==> src/rtl/fetch_pkg.sv <==
// Shared definitions for the instruction-fetch stage: FSM state encoding,
// trap cause codes and the reset-time instruction.
package fetch_pkg;

    // Fetch sequencer states
    typedef enum logic [1:0] {
        StIdle = 2'd0,
        StReq  = 2'd1,
        StWait = 2'd2,
        StExec = 2'd3
    } fetch_state_e;

    // Trap cause codes reported on trap_cause
    localparam logic [1:0] CAUSE_NONE     = 2'b00;
    localparam logic [1:0] CAUSE_MISALIGN = 2'b01;
    localparam logic [1:0] CAUSE_BUSERR   = 2'b10;

    // addi x0, x0, 0
    localparam logic [31:0] NOP_INSTR = 32'h0000_0013;

    // Sequential fall-through address; wraps modulo 2^32
    function automatic logic [31:0] pc_inc(input logic [31:0] pc);
        return pc + 32'd4;
    endfunction

endpackage

==> src/rtl/next_pc_sel.sv <==
// Next-PC selection for the fetch stage: priority redirect mux
// (jalr > jal > branch > sequential) plus misaligned-target detection.
module next_pc_sel
    import fetch_pkg::*;
(
    input  logic [31:0] pc_i,
    input  logic        jal_i,
    input  logic        jalr_i,
    input  logic        branch_taken_i,
    input  logic [31:0] target_addr_i,
    output logic [31:0] next_pc_o,
    output logic        misalign_o
);

    logic        redirect;
    logic [31:0] redirect_target;

    // Pick the highest-priority redirect; only a redirect can be misaligned
    always_comb begin
        redirect        = 1'b0;
        redirect_target = target_addr_i;
        if (jalr_i) begin
            redirect        = 1'b1;
            redirect_target = {target_addr_i[31:1], 1'b0};
        end else if (jal_i || branch_taken_i) begin
            redirect        = 1'b1;
            redirect_target = target_addr_i;
        end

        next_pc_o  = redirect ? redirect_target : pc_inc(pc_i);
        misalign_o = redirect && redirect_target[1];
    end

endmodule

==> src/rtl/fetch_stage.sv <==
// Instruction-fetch stage: owns the PC, runs the req/gnt/rvalid handshake
// with instruction memory and hands one instruction per commit cycle to
// decode. Misaligned redirects and fetch bus errors vector to TRAP_VEC.
module fetch_stage
    import fetch_pkg::*;
#(
    parameter logic [31:0] RESET_PC = 32'h0000_0000,
    parameter logic [31:0] TRAP_VEC = 32'h0000_0100
) (
    input  logic        clk,
    input  logic        rst,
    input  logic        jal,
    input  logic        jalr,
    input  logic        branch_taken,
    input  logic [31:0] target_addr,
    output logic        imem_req,
    output logic [31:0] imem_addr,
    input  logic        imem_gnt,
    input  logic        imem_rvalid,
    input  logic [31:0] imem_rdata,
    input  logic        imem_err,
    output logic [31:0] instr,
    output logic [31:0] program_counter,
    output logic [31:0] pc_plus4,
    output logic        instr_valid,
    output logic        trap_valid,
    output logic [1:0]  trap_cause,
    output logic [31:0] trap_epc
);

    fetch_state_e state_q, state_d;
    logic [31:0]  pc_q, pc_d;
    logic [31:0]  instr_q, instr_d;
    logic         imem_req_q, imem_req_d;
    logic         instr_valid_q, instr_valid_d;
    logic         trap_valid_q, trap_valid_d;
    logic [1:0]   trap_cause_q, trap_cause_d;
    logic [31:0]  trap_epc_q, trap_epc_d;

    logic [31:0]  sel_next_pc;
    logic         sel_misalign;

    next_pc_sel u_next_pc_sel (
        .pc_i           (pc_q),
        .jal_i          (jal),
        .jalr_i         (jalr),
        .branch_taken_i (branch_taken),
        .target_addr_i  (target_addr),
        .next_pc_o      (sel_next_pc),
        .misalign_o     (sel_misalign)
    );

    // Sequencer next state, PC update, instruction capture and trap reporting
    always_comb begin
        state_d      = state_q;
        pc_d         = pc_q;
        instr_d      = instr_q;
        trap_valid_d = 1'b0;
        trap_cause_d = trap_cause_q;
        trap_epc_d   = trap_epc_q;

        unique case (state_q)
            StIdle: begin
                state_d = StReq;
            end
            StReq: begin
                if (imem_gnt) begin
                    state_d = StWait;
                end
            end
            StWait: begin
                // Responses outside this state are dropped by construction
                if (imem_rvalid) begin
                    if (imem_err) begin
                        trap_valid_d = 1'b1;
                        trap_cause_d = CAUSE_BUSERR;
                        trap_epc_d   = pc_q;
                        pc_d         = TRAP_VEC;
                        state_d      = StReq;
                    end else begin
                        instr_d = imem_rdata;
                        state_d = StExec;
                    end
                end
            end
            StExec: begin
                if (sel_misalign) begin
                    trap_valid_d = 1'b1;
                    trap_cause_d = CAUSE_MISALIGN;
                    trap_epc_d   = pc_q;
                    pc_d         = TRAP_VEC;
                end else begin
                    pc_d = sel_next_pc;
                end
                state_d = StReq;
            end
            default: begin
                state_d = StIdle;
            end
        endcase

        // Registered status outputs track the state being entered
        imem_req_d    = (state_d == StReq);
        instr_valid_d = (state_d == StExec);
    end

    // State and output registers with synchronous active-low reset
    always_ff @(posedge clk) begin
        if (!rst) begin
            state_q       <= StIdle;
            pc_q          <= RESET_PC;
            instr_q       <= NOP_INSTR;
            imem_req_q    <= 1'b0;
            instr_valid_q <= 1'b0;
            trap_valid_q  <= 1'b0;
            trap_cause_q  <= CAUSE_NONE;
            trap_epc_q    <= 32'h0000_0000;
        end else begin
            state_q       <= state_d;
            pc_q          <= pc_d;
            instr_q       <= instr_d;
            imem_req_q    <= imem_req_d;
            instr_valid_q <= instr_valid_d;
            trap_valid_q  <= trap_valid_d;
            trap_cause_q  <= trap_cause_d;
            trap_epc_q    <= trap_epc_d;
        end
    end

    assign imem_req        = imem_req_q;
    assign imem_addr       = pc_q;
    assign instr           = instr_q;
    assign program_counter = pc_q;
    assign pc_plus4        = pc_inc(pc_q);
    assign instr_valid     = instr_valid_q;
    assign trap_valid      = trap_valid_q;
    assign trap_cause      = trap_cause_q;
    assign trap_epc        = trap_epc_q;

endmodule

==> config.mk <==
export PLATFORM = sky130hd
export DESIGN_NAME = fetch_stage
export DESIGN_NICKNAME = d
export VERILOG_FILES = /design/src/rtl/fetch_pkg.sv /design/src/rtl/next_pc_sel.sv /design/src/rtl/fetch_stage.sv
export SDC_FILE = /design/constraint.sdc
export NUM_CORES = 1
export LEC_CHECK = 0
export BUFFER_PORTS_ARGS = -buffer_cell sky130_fd_sc_hd__buf_2
export CAP_MARGIN = 5
export CORE_ASPECT_RATIO = 2
export CORE_MARGIN = 2
export CORE_UTILIZATION = 49
export CTS_BUF_LIST = sky130_fd_sc_hd__clkbuf_16
export DETAILED_ROUTE_END_ITERATION = 7
export GPL_TIMING_DRIVEN = 0
export PLACE_DENSITY_LB_ADDON = 0.15
export SLEW_MARGIN = 20
export SYNTH_ARGS = -nofsm -noshare
export SYNTH_HDL_FRONTEND = slang
export SYNTH_SLANG_ARGS = --single-unit
==> constraint.sdc <==
create_clock -name clk -period 4.83 [get_ports clk]
set_input_delay 0.7245 -clock clk [delete_from_list [all_inputs] [get_ports clk]]
set_output_delay 0.7245 -clock clk [all_outputs]
set_load 0.02 [all_outputs]
==> impl_metrics.ini, run 1 <==
[die]
io_pins = 237
chipHeight_um = 146
dieWidth_um = 75.2
core_footprint_sq_um = 10000
number_of_placement_rows = 52
start_util_pct = 49.6
die_area_sq_um = 11000

[placed_design]
buffer_ports.inserted = 231
place_ws_ps = 1850
place_hpwl_um = 12500
gp_weighted_congestion = 0.898

[worst_setup_path]
worstPathMaxFanout = 10
timing.critical_path.to_type = output pin
cp.buffers_inverters = 2
cp_top_family = simple AND/OR/NAND/NOR gates
worstReg2RegEnd = imem_addr[31]
setup.worst_path.class = flop to output pin
reg2reg_depth = 8
critPathSlowestCell = dfxtp_1
slowest_delay_ps = 500
worst_ep_required_time_ps = 4110
cp-startpoint = imem_addr[2]
r2r_setup_slack_ps = 2240
cp_cell_sequence = ha_1 -> nand4_1 -> nor4_4 -> buf_6 -> nand2_1 -> xnor2_1 -> buf_2
endpoint = pc_plus4[22]
regToRegStartpoint = state_q[0]
logic_depth_of_the_worst_setup_path_including_buffers = 7
critical_path_arrival_ps = 2650
startpoint_type = flop

[sta]
grt_setup_unrepaired = false
clock_skew_ps = 11.1
worst-slew-pin-transition_ps = 896
fin_crit_sh_pct = 70.0
setup_tns_after_final_layout_ps = 0
setup_ws_ps = 1450
finalWorstPathRequiredPeriod_ps = 3380
final_hold_viol_count = 0
drv_slew = 0
final-setup-viol-count = 0
fmaxAchievable_mhz = 296
slew_headroom_pct = 39.9

[clock_network]
tritoncts_clock_tree = built
numCtsBuffers = 9
cts.sinks = 101
cts-root-to-sink-buffers = 2
cts_post_setup_buffers_inserted = 0
post_cts_resize_count = 0
cts_hold_buffers = 0
clockRootBuffer = clkbuf_16
worstSkewPairLatency_ps = 360
cts_max_level = 3
path_clk_slew_ps = 70

[pwr]
ir_worst_vdd_mv = 0.220
power_frac_clock_pct = 38.6
intPower_w = 0.00139
power.switching_fraction_pct = 30.0
total_power_w = 0.00199
powerDensity_nw_per_um2 = 301
static_leakage_nw = 3.14
share_seq_of_total_power_pct = 44.7
total_switching_power_w = 0.000596
pwr-share-comb_pct = 16.7

[global_route]
globalRoute.totalOverflow = 0
grt_antenna_before_repair = 0
grt_max_degree = 20
grtUsageTotal_pct = 28.7
first_global_vias = 5006
grt_pass1_wl_um = 24500

[routing]
wire_per_inst_um = 15.7
drt_iter0_drc = 203
detail_route.drc_violations = 0
vias_per_cell = 5.19
detail_route.wirelength_um = 15900
drtAntennaViolNets = 0
first_pass_iters = 4
num_vias = 5245

[yosys]
syn-instance-count = 626
synth-async-reset-ratio_pct = 0
synth.ff_latch_count = 101
synthesized_area_sq_um = 4970
synthFlopType = dfxtp_1
synth.avg_cell_area_sq_um = 7.93
warnings_synthesis = 0
synth_cell_types = 55
ys_seq_area_share_pct = 40.7
synth_edf_count = 0

[final_layout]
diodes = 0
nFillCells = 960
area.growth.synth_to_final_pct = 33.2
share_of_post_route_cells_with_drive_strength_above_1_pct = 36.4
finalNetCount = 947
final_core_util_pct = 66.0

[flow_run]
cap_violations = 0

[outcome]
outcome = finished clean

[min_path]
hold_path.class = flop to flop
==> how the worst min path moves through the flow <==
stage            startpoint            to  slack [ps]  depth (start not counted)
6_report           instr[6]      instr[6]         450                          2
5_1_grt           instr[24]     instr[24]         480                          2
4_1_cts        trap_epc[26]  trap_epc[26]         450                          2
3_5_place_dp   trap_epc[26]  trap_epc[26]         440                          2
3_3_place_gp       instr[9]      instr[9]         440                          2
2_1_floorplan     instr[27]     instr[27]         530                          2
==> worst register-to-register path, delay by kind of cell (launching register included) <==
kind / cells / cell delay, ps
AO/OA/AOI/OAI: 1 / 220
buffers and inverters: 3 / 820
AND/OR/NAND/NOR: 3 / 900
adder cells (fa/ha/maj): 1 / 190
flip-flops: 1 / 400
==> stage by stage <==
stage,cell area (sq um),hold WS [ps],cells
floorplan,4980,534,629
global placement,6300,440,995
global route,6620,475,1011
CTS,6620,453,1011
finish,6620,451,1011
detailed placement,6300,443,995
==> sequential cells by signal, indices dropped and copies added, names as in the netlist <==
signal and count:
trap_valid 1, imem_req 1, state_q 2, imem_addr 31, instr 32, trap_cause 2
trap_epc 31, instr_valid 1
==> cell families after synthesis <==
kind of cell               after synthesis  synth area share, %
and+or+nand+nor                        244                 23.3
adders and majority gates                4                 1.01
muxes                                    5                 1.03
AOI/OAI and AO/OA                      145                 17.9
buffers and inverters                   98                 10.9
other                                    1               0.0755
xor gates and xnor gates                28                 5.09
DFF                                    101                 40.7
==> power groups by stage <==
stage	Clock, W	Sequential [W]	Combinational [W]
finish	0.000768	0.000889	0.000332
CTS	0.000779	0.000888	0.000332
detailed placement	0	0.000907	0.000331
floorplan	0	0.000931	0.000180
global placement	0	0.000905	0.000321
global route	0.000818	0.000892	0.000362
==> final cells by class <==
| class | instances | area [sq um] | share of cell area, % |
|---|---|---|---|
| multi-input cells | 430 | 2410 | 36.5 |
| well taps | 135 | 169 | 2.55 |
| repair buffers | 231 | 1160 | 17.5 |
| flip-flops and latches | 101 | 2020 | 30.6 |
| clock buffers | 9 | 225 | 3.40 |
| inverters | 17 | 63.8 | 0.964 |
| clock inverters | 7 | 88.8 | 1.34 |
| plain buffers | 81 | 479 | 7.24 |
==> cells in the final DEF (no fill, tap or decap), drive strengths merged, types with 5 or more instances in the layout <==
cell	instances
a21oi	77
a22oi	9
and3	5
buf	284
clkbuf	37
dfxtp	101
inv	21
nand2	153
nand3	22
nand4	18
nor2	18
nor3	12
o21ai	24
o2bb2ai	5
o31a	6
xnor2	22
xor2	6
==> synth_stat cells (2+ instances only) <==
library cell    n  area, sq um
nand2_1       153          574
dfxtp_1       101         2020
a21oi_1        76          380
buf_4          36          270
clkbuf_1       28          105
xnor2_1        21          184
o21ai_0        20          100
nand3_1        19         95.1
inv_1          17         63.8
nand4_1        16          100
nor2_1         16         60.1
buf_2          14         70.1
nor3_1         10         50.1
a22oi_1         9         67.6
o31a_1          6         52.6
xor2_1          6         52.6
and3_1          5         31.3
o2bb2ai_1       5         43.8
ha_1            4         50.1
mux2i_1         4         40.0
o21ai_1         4         20.0
o22ai_1         4         25.0
a311oi_1        3         26.3
buf_6           3         33.8
nand3_2         3         30.0
a211oi_1        2         15.0
a21o_1          2         15.0
a2bb2oi_1       2         17.5
a32oi_1         2         17.5
and2_1          2         12.5
and4_1          2         17.5
nor2_2          2         12.5
nor2b_1         2         12.5
nor4_1          2         12.5
nor4_4          2         42.5
o211ai_1        2         15.0
o311ai_1        2         17.5
or3_1           2         12.5
==> routing by layer <==
layer  track usage [%]  wire length (um)
met1              30.3              5690
met2              51.8              8750
met3              5.87               885
met4              13.3               549
met5                 0                 0
No activity file was read; power rests on OpenSTA's default activity.
==> run 2, diff against run 1 <==
Settings changed: CORE_UTILIZATION 49 to 42.
Clock period 4.83 ns to 2.7 ns, I/O delays scaled along.
==> run 2 against run 1 <==
  * Hold slack got worse by 190 ps
  * Final area rose by 1.6%
  * Combinational power rose by 82%
==> impl_metrics.ini, run 2 (same netlist as run 1, synthesis figures left out) <==
[pwr]
intPower_w = 0.00249
total_switching_power_w = 0.00105
ir_worst_vdd_mv = 0.308
powerDensity_nw_per_um2 = 525
static_leakage_nw = 3.19
power_frac_clock_pct = 37.9
total_power_w = 0.00353
power.switching_fraction_pct = 29.7
pwr-share-comb_pct = 17.1
share_seq_of_total_power_pct = 45.0

[sta]
fmaxAchievable_mhz = 385
finalWorstPathRequiredPeriod_ps = 2600
drv_slew = 0
final_hold_viol_count = 0
fin_crit_sh_pct = 96.1
final-setup-viol-count = 0
slew_headroom_pct = 40.6
worst-slew-pin-transition_ps = 885
clock_skew_ps = 6.83

[die]
die_area_sq_um = 12800
chipHeight_um = 158
start_util_pct = 42.7
core_footprint_sq_um = 11600
dieWidth_um = 80.9
number_of_placement_rows = 56
io_pins = 237

[clock_network]
cts_hold_buffers = 0
cts_max_level = 3
cts.sinks = 101
worstSkewPairLatency_ps = 340
path_clk_slew_ps = 70
tritoncts_clock_tree = built
cts-root-to-sink-buffers = 2
numCtsBuffers = 9
clockRootBuffer = clkbuf_16

[worst_setup_path]
timing.critical_path.to_type = output pin
setup.worst_path.class = flop to output pin
critical_path_arrival_ps = 2190
cp_top_family = simple AND/OR/NAND/NOR gates
slowest_delay_ps = 430
worstPathMaxFanout = 8
critPathSlowestCell = dfxtp_2
reg2reg_depth = 8
cp_cell_sequence = ha_4 -> nand4_1 -> nor4_4 -> buf_4 -> nand4_1 -> xnor2_2 -> buf_4
startpoint_type = flop
worst_ep_required_time_ps = 2300
logic_depth_of_the_worst_setup_path_including_buffers = 7
cp.buffers_inverters = 2

[flow_run]
cap_violations = 0

[global_route]
grt_pass1_wl_um = 25000
grt_antenna_before_repair = 0
globalRoute.totalOverflow = 0
grt_max_degree = 19
first_global_vias = 4989
grtUsageTotal_pct = 25.4
globalRouteMet1Util_pct = 26.0
use_met2_pct = 48.2
grt.busiest_layer = met2
gr_util_met3_pct = 5.02

[routing]
detail_route.drc_violations = 0
drt_iter0_drc = 214
num_vias = 5239
drtAntennaViolNets = 0
first_pass_iters = 4
detail_route.wirelength_um = 16700
wire_per_inst_um = 16.2
vias_per_cell = 5.10

[final_layout]
final_common_cell = buf_2
largest_register_ff_count = 32
final_core_util_pct = 57.8
share_of_post_route_cells_with_drive_strength_above_1_pct = 37.8
area.growth.synth_to_final_pct = 35.4
diodes = 0
final_cell_mix = buf_2 (242), nand2_1 (153), dfxtp_1 (95), a21oi_1 (76), buf_4 (45)
finalNetCount = 954

[outcome]
outcome = finished clean

[min_path]
hold_path.class = input port to flop
whs_path_depth = 3

[placed_design]
buffer_ports.inserted = 231
place_hpwl_um = 12900
gp_weighted_congestion = 0.910
run 2: cell count changes in the layout (fill, tap and decap cells not counted), moves of 2 or more:
cell,delta
buf_2,-3
buf_4,+9
dfxtp_1,-6
dfxtp_2,+5
inv_6,+2
inv_8,-2
run 2: cell type report:
class                           instances  area [sq um]
Buffer                                 81           484
Clock buffer                            9           225
Clock inverter                          7          80.1
Fill cell                            1118          4910
Inverter                               17          63.8
Multi-Input combinational cell        430          2450
Sequential cell                       101          2030
Tap cell                              145           181
Timing Repair Buffer                  238          1210
run 2: path summary, 6_finish.rpt:
path / startpoint / endpoint / slack (ps)
hold reg to reg: trap_epc[24] / trap_epc[24] / 450
setup / recovery: imem_addr[2] / pc_plus4[24] / 100
hold / removal: target_addr[31] / imem_addr[31] / 260
setup reg to reg: state_q[0] / imem_addr[16] / 230
run 2: layer usage:
| layer | share of wire, % | routed length (um) | vias to the layer above |
|---|---|---|---|
| met1 | 36 | 6020 | 2415 |
| met2 | 56 | 9260 | 195 |
| li1 | - | - | 2602 |
| met3 | 5.5 | 912 | 27 |
| met5 | 0 | 0 | - |
| met4 | 2.8 | 467 | 0 |
run 2: timing repair:
item	in CTS	in global routing
buffers inserted	2	5
pin swaps	2	5
gates resized for setup	7	10
setup endpoints to repair	9	10
run 2: tightest hold or removal path, stage by stage:
cell	delay [ps]
buf_2	80
nand2_1	40
nand3_1	50
run 2: power groups by stage:
stage	sequential (W)	clock, W	combinational (W)
6_report	0.00159	0.00134	0.000605
5_1_grt	0.00160	0.00144	0.000659
4_1_cts	0.00159	0.00136	0.000602
3_5_place_dp	0.00162	0	0.000600
3_3_place_gp	0.00162	0	0.000583
2_1_floorplan	0.00167	0	0.000322
run 2: per-stage QoR:
stage / area (sq um) / instances / TNS (ps) / hold WS (ps) / worst slack [ps]
floorplan: 4980 / 629 / 0 / 514 / 310
global placement: 6320 / 1005 / 0 / 441 / 8.47
detailed placement: 6320 / 1005 / -24.5 / 445 / -24.5
CTS: 6670 / 1023 / 0 / 252 / 52.0
global route: 6730 / 1028 / -16.6 / 270 / -16.6
finish: 6730 / 1028 / 0 / 263 / 104
==> run 3, diff against run 2 <==
--- a/config.mk
+++ b/config.mk
@@ -7,2 +7,3 @@
 export LEC_CHECK = 0
+export ABC_AREA = 1
 export BUFFER_PORTS_ARGS = -buffer_cell sky130_fd_sc_hd__buf_2
@@ -11,3 +12,3 @@
 export CORE_MARGIN = 2
-export CORE_UTILIZATION = 42
+export CORE_UTILIZATION = 43
 export CTS_BUF_LIST = sky130_fd_sc_hd__clkbuf_16
==> constraint.sdc (replaced) <==
create_clock -name clk -period 2.7 [get_ports clk]
set_input_delay 0.27 -clock clk [delete_from_list [all_inputs] [get_ports clk]]
set_output_delay 0.27 -clock clk [all_outputs]
set_load 0.02 [all_outputs]
==> run 3 against run 2 <==
  * Final cell count up 13%
  * Utilization up 0.13 points
  * Sequential share of layout area down 0.40 points
  * Clock-buffer cell count unchanged
  * Worst setup slack better by 35 ps
  * Synthesized cell count up 22%
  * Critical path depth up 1
  * First-iteration DRC count up 12%
  * Area after synthesis up 3.4%
  * Largest cell class unchanged
  * Highest routed layer unchanged
==> impl_metrics.ini, run 3 <==
[sta]
final-setup-viol-count = 0
fin_crit_sh_pct = 94.8
fmaxAchievable_mhz = 390
drv_slew = 0
grt_setup_unrepaired = false
setup_tns_after_final_layout_ps = 0
final_hold_viol_count = 0
slew_headroom_pct = 58.1
clock_skew_ps = 9.76
finalWorstPathRequiredPeriod_ps = 2560
worst-slew-pin-transition_ps = 628

[worst_setup_path]
cp-startpoint = imem_addr[3]
cp_cell_sequence = ha_1 -> nand2_1 -> nor2_2 -> nand2_1 -> nor2_1 -> nand3_1 -> nand2_1 -> buf_2
worst_ep_required_time_ps = 2430
regToRegStartpoint = imem_addr[3]
reg2reg_depth = 10
setup.worst_path.class = flop to output pin
worstReg2RegEnd = imem_addr[24]
slowest_delay_ps = 510
endpoint = pc_plus4[24]
worstPathMaxFanout = 7
critical_path_arrival_ps = 2290
startpoint_type = flop
timing.critical_path.to_type = output pin
critPathSlowestCell = dfxtp_1
crit_path_frequent_cell = nand2_1
r2r_setup_slack_ps = 630

[global_route]
grtUsageTotal_pct = 27.8
globalRoute.totalOverflow = 0
first_global_vias = 5420
grt_pass1_wl_um = 27000
grt_antenna_before_repair = 0
grt_max_degree = 17

[yosys]
synthFlopType = dfxtp_1
synthesized_area_sq_um = 5130
cell_taking_the_most_area_after_synthesis = dfxtp_1
synth.avg_cell_area_sq_um = 6.71
synth.area.top_cells = dfxtp_1 (39%), nand2_1 (12%), nor2_1 (12%)
synthDominantCellAreaShare_pct = 39.4
synth_edf_count = 0
synth_cell_types = 31
warnings_synthesis = 0
ys_seq_area_share_pct = 39.4
synth-async-reset-ratio_pct = 0
yosys-top-cells-count = nand2_1 (166), nor2_1 (166), dfxtp_1 (101)
syn-instance-count = 765
synth.ff_latch_count = 101

[routing]
detailroute.wirelength.met3_um = 1010
drtAntennaViolNets = 0
wire_per_inst_um = 15.3
num_vias = 5678
detail_route.wirelength_um = 17800
vias_per_cell = 4.89
m1WireLength_um = 6270
first_pass_iters = 4
met2_routed_wirelength_um = 9410
drt_iter0_drc = 239
maxUsedRoutingLayer = met4
detail_route.drc_violations = 0

[die]
number_of_placement_rows = 56
dieWidth_um = 81.3
die_area_sq_um = 12900
io_pins = 237
start_util_pct = 43.9
core_footprint_sq_um = 11700
chipHeight_um = 159

[pwr]
share_seq_of_total_power_pct = 43.3
intPower_w = 0.00271
static_leakage_nw = 3.45
ir_worst_vdd_mv = 0.497
total_power_w = 0.00404
power.switching_fraction_pct = 33.0
power_frac_clock_pct = 32.3
total_switching_power_w = 0.00133
powerDensity_nw_per_um2 = 596
pwr-share-comb_pct = 24.4

[clock_network]
cts.sinks = 101
cts_max_level = 3
clockRootBuffer = clkbuf_16
path_clk_slew_ps = 70
post_cts_resize_count = 0
worstSkewPairLatency_ps = 350
cts_hold_buffers = 0
cts-root-to-sink-buffers = 2
numCtsBuffers = 9
cts_post_setup_buffers_inserted = 0
tritoncts_clock_tree = built

[final_layout]
share_of_post_route_cells_with_drive_strength_above_1_pct = 32.4
finalNetCount = 1087
final_cell_mix = buf_2 (238), nand2_1 (166), nor2_1 (166), dfxtp_1 (101), o21ai_0 (69)
diodes = 0
largest_register_ff_count = 32
area.growth.synth_to_final_pct = 32.1
final_common_cell = buf_2

[flow_run]
cap_violations = 0

[placed_design]
buffer_ports.inserted = 232
gp_weighted_congestion = 0.970
place_hpwl_um = 14100

[outcome]
outcome = finished clean

[min_path]
whs_path_depth = 3
hold_path.class = input port to flop
[run 3: cell count changes after synthesis, moves of 9 or more]
cell     previous run  this run
nand4_1            16         1
nor2_1             16       166
a21oi_1            76        47
a22oi_1             9         0
o21ai_1             4        15
xnor2_1            21         2
a21oi_2             1        10
inv_1              17        47
nand3_1            19        30
nand2_1           153       166
o21ai_0            20        69
[run 3: metrics by stage]
stage                     area (sq um)  util [%]  hold WS (ps)  worst slack (ps)  cells
after global placement            6490      55.5           433               539   1145
final                             6780      58.0           134               139   1161
after detailed placement          6490      55.5           439               546   1145
after floorplan                   5150         -           396               942    768
after global routing              6780      58.0           151              36.1   1161
after CTS                         6780      58.0           130               164   1161
[run 3: how the worst min path moves through the flow]
stage / slack [ps] / startpoint / to
2_1_floorplan: 400 / imem_rdata[0] / instr[0]
6_report: 130 / imem_rdata[1] / instr[1]
3_3_place_gp: 430 / instr[4] / instr[4]
5_1_grt: 150 / imem_rdata[0] / instr[0]
3_5_place_dp: 440 / instr[4] / instr[4]
4_1_cts: 130 / imem_rdata[1] / instr[1]
[run 3: critical path, delay by kind of cell (launching register included)]
family | cells | cell delay, ps
adders and majority gates | 1 | 280
buffers and inverters | 1 | 160
DFF | 1 | 510
and+or+nand+nor | 6 | 990
[run 3: logic make-up after synthesis]
kind of cell	count (synthesis)	share of synthesized area, %
adder cells (fa/ha/maj)	4	0.975
other	1	0.0730
AO/OA/AOI/OAI	144	15.1
XOR/XNOR	8	1.36
buffers and inverters	121	12.6
flip-flops	101	39.4
AND/OR/NAND/NOR	386	30.6
[run 3: per-layer routing]
layer | up-vias | global-route usage, %
met5 | - | 0
met4 | 0 | 18.1
met3 | 46 | 4.25
met2 | 215 | 50.3
met1 | 2541 | 28.6
li1 | 2876 | -
[run 3: final cells by class]
cell class / count / area (sq um)
Sequential cell: 101 / 2020
Clock inverter: 7 / 67.6
Buffer: 71 / 458
Multi-Input combinational cell: 546 / 2480
Inverter: 50 / 188
Clock buffer: 9 / 225
Tap cell: 145 / 181
Timing Repair Buffer: 232 / 1160
Fill cell: 1217 / 4920
[run 3: power by group through the flow]
| stage | logic [W] | clock network (W) | registers (W) |
|---|---|---|---|
| after floorplan | 0.000450 | 0 | 0.00196 |
| after global placement | 0.000988 | 0 | 0.00178 |
| after detailed placement | 0.000993 | 0 | 0.00178 |
| after CTS | 0.000996 | 0.00131 | 0.00175 |
| after global routing | 0.00109 | 0.00137 | 0.00177 |
| final | 0.000986 | 0.00130 | 0.00175 |
